`src/rtl/tow_pkg.sv`:
```
// Shared types and constants for the tug-of-war referee.
// Rope position runs 0..6 with the centre at 3; one LED per position.
package tow_pkg;

  localparam logic [1:0] S_IDLE = 2'd0;
  localparam logic [1:0] S_HOLD = 2'd1;
  localparam logic [1:0] S_WIN  = 2'd2;

  typedef enum logic [1:0] {
    IDLE = S_IDLE,
    HOLD = S_HOLD,
    WIN  = S_WIN
  } tow_state_e;

  localparam logic [2:0] POS_MIN    = 3'd0;
  localparam logic [2:0] POS_CENTER = 3'd3;
  localparam logic [2:0] POS_MAX    = 3'd6;
  localparam int         LED_W      = 7;

  function automatic logic [LED_W-1:0] pos_leds(input logic [2:0] p);
    return {{(LED_W-1){1'b0}}, 1'b1} << p;
  endfunction

endpackage

```
`src/rtl/tow_holdoff.sv`:
```
// Holdoff down-counter: load starts a count of holdoff-1 cycles, done while at zero.
// Latency: done drops the cycle after load and rises again holdoff-1 cycles later.
// Backpressure: none; load always wins over the running count.
module tow_holdoff (
  input  logic       clk,
  input  logic       rst,
  input  logic       load,
  input  logic [7:0] holdoff,
  output logic       done
);

  logic [7:0] cnt;

  always_ff @(posedge clk) begin
    if (!rst) begin
      cnt <= 8'd0;
    end else if (load) begin
      cnt <= holdoff - 8'd1;
    end else if (cnt != 8'd0) begin
      cnt <= cnt - 8'd1;
    end
  end

  assign done = (cnt == 8'd0);

endmodule

```
`src/rtl/tow_referee.sv`:
```
// Tug-of-war referee: moves the rope on latched presses, declares winners, keeps scores.
// Latency: one edge from accepted press to new position and clear pulse.
// Backpressure: presses ignored during holdoff and in WIN; TOW_REFEREE_SCORE_EN enables scoring.
module tow_referee
  import tow_pkg::*;
#(
  parameter int HOLDOFF = 16
) (
  input  logic             clk,
  input  logic             rst,
  input  logic             push,
  input  logic             tie,
  input  logic             right,
  input  logic             new_game,
  output logic             clear,
  output logic [LED_W-1:0] leds,
  output logic             win_l,
  output logic             win_r,
  output logic [3:0]       score_l,
  output logic [3:0]       score_r
);

  logic [1:0] state;
  logic [2:0] pos;
  logic [2:0] next_pos;
  logic       hold_done;
  logic       hold_load;
  logic       take_push;

  assign take_push = (state == S_IDLE) && push && !new_game;
  assign hold_load = new_game || take_push;

  // Position only changes from 1..5, so neither step can wrap.
  always_comb begin
    next_pos = pos;
    if (!tie) begin
      next_pos = right ? pos + 3'd1 : pos - 3'd1;
    end
  end

  tow_holdoff u_holdoff (
    .clk     (clk),
    .rst     (rst),
    .load    (hold_load),
    .holdoff (8'(HOLDOFF)),
    .done    (hold_done)
  );

  always_ff @(posedge clk) begin
    if (!rst) begin
      state <= S_IDLE;
      pos   <= POS_CENTER;
      clear <= 1'b0;
      win_l <= 1'b0;
      win_r <= 1'b0;
    end else begin
      clear <= 1'b0;
      if (new_game) begin
        state <= S_HOLD;
        pos   <= POS_CENTER;
        win_l <= 1'b0;
        win_r <= 1'b0;
        clear <= 1'b1;
      end else begin
        case (state)
          S_IDLE: begin
            if (push) begin
              clear <= 1'b1;
              pos   <= next_pos;
              if (tie) begin
                state <= S_HOLD;
              end else if (next_pos == POS_MAX) begin
                state <= S_WIN;
                win_r <= 1'b1;
              end else if (next_pos == POS_MIN) begin
                state <= S_WIN;
                win_l <= 1'b1;
              end else begin
                state <= S_HOLD;
              end
            end
          end
          S_HOLD: begin
            if (hold_done) begin
              state <= S_IDLE;
            end
          end
          S_WIN: begin
            clear <= 1'b1;
          end
          default: begin
            state <= S_IDLE;
          end
        endcase
      end
    end
  end

  assign leds = pos_leds(pos);

`ifdef TOW_REFEREE_SCORE_EN
  logic [3:0] score_l_q;
  logic [3:0] score_r_q;
  logic       enter_win_l;
  logic       enter_win_r;

  assign enter_win_l = take_push && !tie && (next_pos == POS_MIN);
  assign enter_win_r = take_push && !tie && (next_pos == POS_MAX);

  always_ff @(posedge clk) begin
    if (!rst) begin
      score_l_q <= 4'd0;
      score_r_q <= 4'd0;
    end else begin
      if (enter_win_l && score_l_q != 4'd15) begin
        score_l_q <= score_l_q + 4'd1;
      end
      if (enter_win_r && score_r_q != 4'd15) begin
        score_r_q <= score_r_q + 4'd1;
      end
    end
  end

  assign score_l = score_l_q;
  assign score_r = score_r_q;
`else
  assign score_l = 4'd0;
  assign score_r = 4'd0;
`endif

endmodule

```
`config.mk`:
```
export PLATFORM = sky130hd
export DESIGN_NAME = tow_referee
export DESIGN_NICKNAME = d
export VERILOG_FILES = /design/src/rtl/tow_pkg.sv /design/src/rtl/tow_holdoff.sv /design/src/rtl/tow_referee.sv
export SDC_FILE = /design/constraint.sdc
export NUM_CORES = 1
export LEC_CHECK = 0
export CORE_MARGIN = 4
export CORE_UTILIZATION = 55
export CTS_BUF_LIST = sky130_fd_sc_hd__clkbuf_8
export CTS_CLUSTER_SIZE = 28
export DETAILED_ROUTE_END_ITERATION = 16
export PLACE_DENSITY = 0.95
export SLEW_MARGIN = 20
export SYNTH_ARGS = -nofsm -noshare
export SYNTH_HDL_FRONTEND = slang
export SYNTH_HIERARCHICAL = 1
export SYNTH_SLANG_ARGS = --single-unit
```
`constraint.sdc`:
```
create_clock -name clk -period 4.03 [get_ports clk]
set_input_delay 0.6045 -clock clk [delete_from_list [all_inputs] [get_ports clk]]
set_output_delay 0.6045 -clock clk [all_outputs]
set_load 0.005 [all_outputs]
```
==> impl_metrics.tcl <==
set metrics [dict create \
    outcome "finished clean" \
    tightest_slew_ps 666.6 \
    hold_path_depth 2 \
    grt_pass1_vias 798 \
    root_buffer "clkbuf_8" \
    hold_viol_final 0 \
    synth.avg_cell_area_um2 9.026 \
    die_area_um2 2685 \
    setup_tns_ps 0 \
    syn-cell-area_um2 1056 \
    slew_violations 0 \
    layout.nets 158 \
    synth_warnings 6 \
    place.gp.congestion 0.8238 \
    max_freq_mhz 357.8 \
    die_w_um 51.82 \
    grt_max_degree 22 \
    wl_um 2067 \
    antenna_found_initial 0 \
    crit_buf_inv 1 \
    num_vias 871 \
    p_leak_nw 0.5780 \
    layout_common_cells "conb_1, dfxtp_1, clkdlybuf4s50_1" \
    drive_gt1_frac 0.05369 \
    antenna_cells 0 \
    drc 0 \
    cts_buffers 3 \
    htreeDepth 1 \
    area_growth_pct 22.87 \
    clock-sinks 16 \
    power_frac_comb 0.238 \
    initial_utilization 0.5986 \
    synth_edf_count 0 \
    slew_headroom 0.5556 \
    grt_overflow_total 0 \
    ys_types 39 \
    final_area_um2 1297 \
    io_pins 24 \
    cp_slowest_cell "a21o_1" \
    fin_skew_ps 2.026 \
    cts_tree "built" \
    clkPwrFrac 0.329 \
    final.min_clock_period_ps 2795 \
    synthArstFlopShare 0 \
    whs_endpoint "win_l$_SDFFE_PP0P_" \
    dr.pass1.iters 4 \
    post_cts_resize_count 0 \
    clockBufferDepth 2 \
    synth.yosys.seq_area_share 0.3033 \
    place_area_um2 1242 \
    grt.total_usage 0.1765 \
    crit_family "compound AO/OA/AOI/OAI gates" \
    worst_setup_path_start_kind "primary input" \
    hpwl_um 1605 \
    cp_cell_sequence "clkdlybuf4s50_1, a21o_1, or4b_1, a222oi_1, xor2_1, nor2_1" \
    core_area_um2 1764 \
    first_iter_violations 5 \
    hold_class "flip-flop to flip-flop" \
    end_kind "flip-flop" \
    final_common_cell "conb_1" \
    worst-path-max-fanout 21 \
    clk_pin_slew_worst_paths_ps 60 \
    r2r_cells 6 \
    path_class "primary input to flip-flop" \
    rr_endpoint "u_holdoff/cnt[7]$_SDFFE_PN0P_" \
    ant_nets 0 \
    grt_setup_unrepaired "false" \
    slowest_delay_ps 580 \
    wl_per_cell_um 11.88 \
    finalCritPeriodShare 0.6936 \
    setup_viol 0 \
    grt_pass1_wl_um 3422 \
    r2r-start "state[0]$_SDFFE_PN0P_" \
    clk_latency_ps 250 \
    numPortBuffers 15 \
    whs_ps 464.0 \
    viasPerCell 5.006 \
    synthesis.instances 117 \
    synth_seq_cells 16 \
    drv_cap 0 \
    cts_setup_buffers 0 \
    fill_cells 119 \
    power_switching_uw 122.8 \
    row_count 15 \
    intPower_uw 311.8 \
    die_h_um 51.82 \
    hold_buffers 0 \
    synth_flop_cell "dfxtp_1" \
    arrival_ps 2920 \
    switching_share 0.2825 \
    ir_drop_v 0.0003168 \
    r2r_slack_ps 1590 \
    seqPwrFrac 0.434 \
    worstPathRequired_ps 4160 \
    powerDensity_nw_per_um2 335.0 \
    min_from "win_l$_SDFFE_PP0P_" \
    critical_path_depth 6 \
]
==> cell usage after synthesis, drive strengths merged, types with 2 or more instances <==
| cell | n | area [um2] |
|---|---|---|
| or3 | 2 | 12.51 |
| nor2 | 13 | 48.80 |
| or3b | 2 | 17.52 |
| xnor2 | 7 | 61.31 |
| and3b | 3 | 26.28 |
| o21a | 2 | 15.01 |
| dfxtp | 16 | 320.3 |
| nor4 | 2 | 12.51 |
| o21ai | 2 | 10.00 |
| xor2 | 4 | 35.03 |
| mux2i | 9 | 90.09 |
| nand2b | 2 | 12.51 |
| nor3b | 4 | 30.03 |
| buf | 12 | 88.83 |
| nor2b | 3 | 18.77 |
| nor3 | 6 | 30.03 |
| conb | 2 | 7.510 |
| nand2 | 6 | 22.52 |
| inv | 2 | 7.510 |
| a21o | 2 | 15.01 |
==> worst register-to-register path, stage by stage, from the launching register on <==
cell,delay [ps]
dfxtp_1,380
nor2_1,180
a21o_1,580
or4b_1,540
a222oi_1,410
xor2_1,190
nor2_1,50
==> registers in the layout (all words and copies together), names as in the netlist <==
register       cells
win_r              1
clear              1
pos                3
u_holdoff/cnt      8
state              2
win_l              1
==> metal layers <==
| metal | up-vias | global-route usage | part of all wire |
|---|---|---|---|
| met1 | 410 | 0.1851 | 0.42 |
| li1 | 438 | - | - |
| met3 | 5 | 0.06017 | 0.049 |
| met2 | 18 | 0.3201 | 0.52 |
| met4 | 0 | 0.06550 | 0.014 |
| met5 | - | 0 | 0 |
==> power groups by stage <==
stage | Clock (mW) | Sequential, mW | Combinational [mW]
floorplan | 0 | 0.187 | 0.0876
finish | 0.143 | 0.189 | 0.103
global placement | 0 | 0.191 | 0.0977
detailed placement | 0 | 0.192 | 0.102
CTS | 0.147 | 0.189 | 0.103
global route | 0.153 | 0.191 | 0.116
==> logic make-up after synthesis <==
| kind of cell | after synthesis | synth area share |
|---|---|---|
| AO/OA/AOI/OAI | 15 | 0.1161 |
| XOR/XNOR | 11 | 0.09123 |
| adder cells (fa/ha/maj) | 2 | 0.03080 |
| buffers and inverters | 14 | 0.09123 |
| flip-flops | 16 | 0.3033 |
| multiplexers | 9 | 0.08531 |
| other | 2 | 0.007112 |
| AND/OR/NAND/NOR | 48 | 0.2749 |
==> metrics by stage <==
step | setup slack [ps] | utilization | total power [mW] | std cells
after floorplan | 1959 | - | 0.2747 | 142
after global placement | 1065 | 0.7043 | 0.2887 | 170
after detailed placement | 969.3 | 0.7043 | 0.2935 | 170
after CTS | 1214 | 0.7355 | 0.4387 | 174
after global routing | 1105 | 0.7355 | 0.4593 | 174
final | 1235 | 0.7355 | 0.4346 | 174
==> layout make-up <==
cell class	count	area [um2]	share of cell area
multi-input combinational	112	733.2	0.5651
inverter	2	7.507	0.005786
tap	25	31.28	0.02411
clock buffer	4	55.05	0.04243
timing repair buffer	15	150.1	0.1157
sequential	16	320.3	0.2469
==> worst max path at each step <==
stage | start | to
after floorplan | push | u_holdoff/cnt[6]$_SDFFE_PN0P_
after global placement | push | u_holdoff/cnt[7]$_SDFFE_PN0P_
after detailed placement | push | u_holdoff/cnt[7]$_SDFFE_PN0P_
after CTS | push | u_holdoff/cnt[7]$_SDFFE_PN0P_
after global routing | push | u_holdoff/cnt[6]$_SDFFE_PN0P_
final | push | u_holdoff/cnt[7]$_SDFFE_PN0P_
(Power assumes the default switching activity.)
